`src/rtl/arbitro_barramento.sv`:
```
// -----------------------------------------------------------------------------
// arbitro_barramento
// Round-robin arbiter for the shared 16-bit, 8-source datapath multiplexer.
// One requester at a time owns the path. The owner's index drives the mux select.
// Ownership passes to the next pending requester, searching from the last
// owner + 1 with wrap-around.
//
// Optional feature (macro ARBITRO_TIMEOUT_EN):
//   An ownership counter forces a handoff after MAX_CICLOS consecutive owned
//   cycles, but only when another requester is waiting. With the macro
//   undefined, no counter exists and MAX_CICLOS only has its range checked.
//
// Parameters:
//   MAX_CICLOS  maximum consecutive owned cycles (2..256), timeout build only
// Ports:
//   clk        in   1  clock, rising edge
//   reset      in   1  synchronous active-high reset
//   pedido     in   8  request vector, bit i = requester i
//   concessao  out  8  one-hot grant, registered, zero when idle
//   controle   out  3  mux select = owner index, registered, holds when idle
//   ocupado    out  1  registered, high while a grant is active
// -----------------------------------------------------------------------------
module arbitro_barramento #(
    parameter int MAX_CICLOS = 16
) (
    input  logic       clk,
    input  logic       reset,
    input  logic [7:0] pedido,
    output logic [7:0] concessao,
    output logic [2:0] controle,
    output logic       ocupado
);

    // Reject out-of-range limits at elaboration time.
    if ((MAX_CICLOS < 2) || (MAX_CICLOS > 256)) begin : g_max_ciclos_invalido
        $error("arbitro_barramento: MAX_CICLOS must be in 2..256");
    end

    typedef enum logic [0:0] {
        OCIOSO = 1'b0,
        ATIVO  = 1'b1
    } estado_t;

    estado_t    estado_q, estado_d;
    logic [2:0] dono_q, dono_d;
    logic [2:0] ultimo_q, ultimo_d;
    logic [7:0] concessao_q, concessao_d;
    logic [2:0] controle_q, controle_d;
    logic       ocupado_q, ocupado_d;

    logic [7:0] outros_s;         // pending requests excluding the owner
    logic [3:0] venc_ocioso_s;    // {found, index} for the search from idle
    logic [3:0] venc_troca_s;     // {found, index} for a handoff search
    logic       expira_s;         // timeout forces a handoff on this edge

`ifdef ARBITRO_TIMEOUT_EN
    localparam logic [7:0] LIMITE = 8'(MAX_CICLOS - 1);
    logic [7:0] cnt_q, cnt_d;
`endif

    // Returns {found, index}. The search starts at base+1 and wraps modulo 8,
    // so base itself is tried last. The loop runs from the farthest candidate
    // to the nearest, so the nearest set bit is the one that remains.
    function automatic logic [3:0] busca(input logic [7:0] req, input logic [2:0] base);
        logic [3:0] res;
        logic [2:0] idx;
        res = 4'b0000;
        for (int k = 8; k >= 1; k--) begin
            idx = base + 3'(k);
            if (req[idx]) begin
                res = {1'b1, idx};
            end
        end
        return res;
    endfunction

    // Next-state and next-output computation for the arbitration FSM.
    always_comb begin
        estado_d    = estado_q;
        dono_d      = dono_q;
        ultimo_d    = ultimo_q;
        concessao_d = concessao_q;
        controle_d  = controle_q;
        ocupado_d   = ocupado_q;
`ifdef ARBITRO_TIMEOUT_EN
        cnt_d       = cnt_q;
`endif

        outros_s      = pedido & ~(8'b0000_0001 << dono_q);
        venc_ocioso_s = busca(pedido, ultimo_q);
        // After a release or timeout, ultimo becomes dono, so the search
        // starts at dono+1. The owner is masked out, so it wins again only
        // through the idle path, when it is the only requester left.
        venc_troca_s  = busca(outros_s, dono_q);

`ifdef ARBITRO_TIMEOUT_EN
        expira_s = (cnt_q == LIMITE) && (outros_s != 8'h00);
`else
        expira_s = 1'b0;
`endif

        case (estado_q)
            OCIOSO: begin
                if (pedido != 8'h00) begin
                    estado_d    = ATIVO;
                    dono_d      = venc_ocioso_s[2:0];
                    concessao_d = 8'b0000_0001 << venc_ocioso_s[2:0];
                    controle_d  = venc_ocioso_s[2:0];
                    ocupado_d   = 1'b1;
`ifdef ARBITRO_TIMEOUT_EN
                    cnt_d       = 8'h00;
`endif
                end else begin
                    estado_d = OCIOSO;
                end
            end
            ATIVO: begin
                if (!pedido[dono_q] || expira_s) begin
                    ultimo_d = dono_q;
                    if (venc_troca_s[3]) begin
                        // Direct handoff, with no idle cycle between owners.
                        dono_d      = venc_troca_s[2:0];
                        concessao_d = 8'b0000_0001 << venc_troca_s[2:0];
                        controle_d  = venc_troca_s[2:0];
`ifdef ARBITRO_TIMEOUT_EN
                        cnt_d       = 8'h00;
`endif
                    end else begin
                        estado_d    = OCIOSO;
                        concessao_d = 8'h00;
                        ocupado_d   = 1'b0;
                    end
                end else begin
`ifdef ARBITRO_TIMEOUT_EN
                    // At the limit with nobody waiting, the owner keeps the
                    // grant and a new window starts.
                    cnt_d = (cnt_q == LIMITE) ? 8'h00 : (cnt_q + 8'h01);
`endif
                    estado_d = ATIVO;
                end
            end
            default: begin
                estado_d    = OCIOSO;
                concessao_d = 8'h00;
                ocupado_d   = 1'b0;
            end
        endcase
    end

    // State and registered-output update, with synchronous reset.
    always_ff @(posedge clk) begin
        if (reset) begin
            estado_q    <= OCIOSO;
            dono_q      <= 3'd0;
            ultimo_q    <= 3'd7;
            concessao_q <= 8'h00;
            controle_q  <= 3'd0;
            ocupado_q   <= 1'b0;
`ifdef ARBITRO_TIMEOUT_EN
            cnt_q       <= 8'h00;
`endif
        end else begin
            estado_q    <= estado_d;
            dono_q      <= dono_d;
            ultimo_q    <= ultimo_d;
            concessao_q <= concessao_d;
            controle_q  <= controle_d;
            ocupado_q   <= ocupado_d;
`ifdef ARBITRO_TIMEOUT_EN
            cnt_q       <= cnt_d;
`endif
        end
    end

    assign concessao = concessao_q;
    assign controle  = controle_q;
    assign ocupado   = ocupado_q;

endmodule

```
`config.mk`:
```
export PLATFORM = sky130hd
export DESIGN_NAME = arbitro_barramento
export DESIGN_NICKNAME = d
export VERILOG_FILES = /design/src/rtl/arbitro_barramento.sv
export SDC_FILE = /design/constraint.sdc
export NUM_CORES = 1
export LEC_CHECK = 0
export BUFFER_PORTS_ARGS = -buffer_cell sky130_fd_sc_hd__buf_2
export CORE_ASPECT_RATIO = 1.1
export CORE_MARGIN = 2
export CORE_UTILIZATION = 40
export CTS_BUF_LIST = sky130_fd_sc_hd__clkbuf_4 sky130_fd_sc_hd__clkbuf_8
export DETAILED_ROUTE_END_ITERATION = 16
export GPL_ROUTABILITY_DRIVEN = 1
export HOLD_SLACK_MARGIN = 0.06
export PLACE_DENSITY = 0.69
export SLEW_MARGIN = 5
export SYNTH_ARGS = -nofsm -noshare
export SYNTH_HDL_FRONTEND = slang
export SYNTH_SLANG_ARGS = --single-unit
```
`constraint.sdc`:
```
create_clock -name clk -period 3.2 [get_ports clk]
set_input_delay 0.48 -clock clk [delete_from_list [all_inputs] [get_ports clk]]
set_output_delay 0.48 -clock clk [all_outputs]
set_load 0.01 [all_outputs]
```
==> impl_metrics.tcl <==
set metrics [dict create \
    status "finished, final reports clean" \
    route.met2.wl_um 3930 \
    grt_max_degree 24 \
    rows 32 \
    irDropWorstVdd_mv 0.405 \
    critPathKind "flop to flop" \
    cts-root-buf "clkbuf_8" \
    p_leak_nw 1.21 \
    clkTransAtPathRegs_ns 0.06 \
    netlist_area_um2 2830 \
    clk_latency_ns 0.25 \
    timing.fmax_ghz 0.328 \
    power.net_switching_mw 1.87 \
    io_pins 22 \
    timing.rr.start "ultimo_q[0]" \
    worst-path-stages 10 \
    r2r_end "concessao[3]" \
    grt_antenna_before_repair 0 \
    combPwrFrac 0.861 \
    vias 2797 \
    dieArea_um2 7760 \
    drt_iter0_drc 192 \
    syn_inst 324 \
    cts_tree "done" \
    die_h_um 92.2 \
    drc 0 \
    cts_made_buffers 3 \
    cts_max_level 1 \
    async_flop_share 0 \
    finalInstanceArea_um2 3200 \
    wl_per_cell_um 18.5 \
    crit_top_cell "o211ai_1" \
    crit_end "concessao[3]" \
    worstRegToRegCells 10 \
    totalWireLength_um 7990 \
    hold_viol 0 \
    fin_util 0.462 \
    drtPass1Iterations 5 \
    worst_slew_pin_slew_ns 0.578 \
    yosysWarnings 0 \
    crit_path_end_kind "flop" \
    ys_ff_latch 16 \
    final_nets 368 \
    critPathLaunchType "flop" \
    yosysTopAreaCell "mux4_2" \
    yosysTopAreaCellShare 0.175 \
    p_int_mw 1.74 \
    synth.area.top_cells "mux4_2, dfxtp_1, nand2_1" \
    required_ns 3.37 \
    crit_chain "inv_1 -> ha_4 -> mux4_2 -> mux2_2 -> o22ai_2 -> o211ai_1 -> a21oi_2 -> o2bb2ai_2 -> or4_1 -> o211ai_1" \
    synth.most_common_cell "nand2_1" \
    maxCapViolations 0 \
    min_period_over_period 0.954 \
    synth_edf_count 0 \
    grt_first_pass_wirelength_um 13100 \
    coreArea_um2 6930 \
    slew_headroom 0.611 \
    wl_met1_um 3480 \
    hold_path_startpoint "concessao[2]" \
    cts_num_sinks 16 \
    powerDensity_nw_per_um2 1130 \
    drive_above_1_share 0.311 \
    yosysUniqueCellTypes 83 \
    synth_ff_type "dfxtp_1" \
    setup_viol 0 \
    path_buf_inv 1 \
    seq_power_share 0.089 \
    finalMaxSlewViolations 0 \
    dp_hpwl_um 5780 \
    finalCriticalPeriod_ns 3.05 \
    dr.max_layer_used "met4" \
    syn2layout_area_growth_pct 13.2 \
    hp-class "flop to flop" \
    overflow 0 \
    grtUsageTotal 0.203 \
    routabilityCongestion 0.912 \
    synthTopCellsByCount "nand2_1, mux4_2, nor2_1" \
    post_dp_cell_area_um2 3060 \
    viasPerCell 6.47 \
    final.setup.tns_ns 0 \
    cp_data_arrival_time_ns 3.22 \
    antennaDiodeCount 0 \
    fp.dieW_um 84.2 \
    clk_path_buf_depth 2 \
    cp_max_fo 9 \
    grt_pass1_vias 2565 \
    cp_top_family "multiplexers" \
    wl_met3_um 458 \
    syn-num-nets 344 \
    yosysSeqAreaShare 0.113 \
    n_fill_cell 685 \
    crit_start "ultimo_q[0]" \
    port_buffers 21 \
    fin_worst_skew_ns 0.00157 \
    r2r_setup_slack_ns 0.15 \
    p_clk_frac 0.050 \
    slowest_delay_ns 0.61 \
    switching_share 0.518 \
    syn_avg_cell_area_um2 8.72 \
    initial_core_util 0.408 \
    drt.antenna.violating_nets 0 \
    cpMaxStageDelayCell "mux4_2" \
]
power groups by stage:
stage,registers [mW],logic (mW),clock network (mW)
2_1_floorplan,0.341,2.30,0
3_3_place_gp,0.324,2.90,0
3_5_place_dp,0.326,2.94,0
4_1_cts,0.323,2.96,0.182
5_1_grt,0.334,3.39,0.189
6_report,0.322,3.11,0.182
worst min-delay path by stage:
| stage | to | slack (ns) | cells after the start |
|---|---|---|---|
| detailed placement | concessao[2] | 0.46 | 2 |
| global route | concessao[2] | 0.49 | 2 |
| finish | concessao[2] | 0.47 | 2 |
| CTS | concessao[2] | 0.47 | 2 |
| global placement | concessao[7] | 0.46 | 2 |
| floorplan | ocupado | 0.49 | 2 |
metrics by stage:
| step | cells | hold WS [ns] | total power [mW] | worst slack, ns |
|---|---|---|---|---|
| 4_1_cts | 427 | 0.471 | 3.46 | 0.0812 |
| 2_1_floorplan | 324 | 0.493 | 2.64 | -0.0444 |
| 5_1_grt | 432 | 0.487 | 3.91 | -0.00579 |
| 3_3_place_gp | 423 | 0.459 | 3.22 | 0.0932 |
| 6_report | 432 | 0.466 | 3.61 | 0.148 |
| 3_5_place_dp | 423 | 0.456 | 3.27 | 0.131 |
kinds of logic (layout without fill, tap and decap cells):
| kind of cell | after synthesis | after routing | synth area share |
|---|---|---|---|
| compound gates | 104 | 104 | 0.305 |
| xor+xnor | 4 | 4 | 0.0124 |
| fa+ha+maj | 10 | 10 | 0.0443 |
| buf+inv | 39 | 62 | 0.0673 |
| flops | 16 | 16 | 0.113 |
| mux | 39 | 39 | 0.255 |
| simple gates | 112 | 112 | 0.202 |
state kept, by name, summed over array words and instances (netlist names):
name / cells
concessao: 8
ultimo_q: 3
controle: 3
ocupado: 1
estado_q: 1
layout make-up:
type / instances / area (um2) / share of cell area
inverters: 12 / 50.0 / 0.0156
clock buffers: 4 / 55.1 / 0.0172
multi-input cells: 269 / 2360 / 0.736
repair buffers: 46 / 309 / 0.0966
well taps: 85 / 106 / 0.0332
flip-flops and latches: 16 / 323 / 0.101
repair_timing:
item	in CTS	in global routing
setup endpoints to repair	0	10
setup buffers	0	5
hold buffers	0	0
resized for setup	0	8
worst register-to-register path, stage by stage (launching register included):
cell       delay, ns
dfxtp_1         0.33
inv_1           0.09
ha_4            0.29
mux4_2          0.61
mux2_2          0.32
o22ai_2         0.19
o211ai_1        0.15
a21oi_2         0.17
o2bb2ai_2       0.14
or4_1           0.56
o211ai_1        0.12
layer usage:
metal / vias up / GRT usage
li1: 1313 / -
met3: 15 / 0.0216
met1: 1365 / 0.279
met5: - / 0
met2: 104 / 0.342
met4: 0 / 0.0430
placed cells by master, fill, tap and decap left out, drive strengths merged, types with 4 or more instances in the layout:
| cell type | count |
|---|---|
| nand2b | 10 |
| o21ai | 13 |
| nand3 | 7 |
| nor2b | 4 |
| clkbuf | 4 |
| a211oi | 8 |
| a221oi | 4 |
| mux4 | 24 |
| nor3 | 9 |
| ha | 10 |
| o22ai | 5 |
| or2 | 6 |
| buf | 46 |
| mux2 | 6 |
| a21boi | 4 |
| o311ai | 4 |
| a21oi | 18 |
| o211ai | 11 |
| nand3b | 5 |
| mux2i | 9 |
| nor2 | 21 |
| inv | 11 |
| a311oi | 4 |
| dfxtp | 16 |
| nand2 | 34 |
Power figures use the tool's default switching activity.
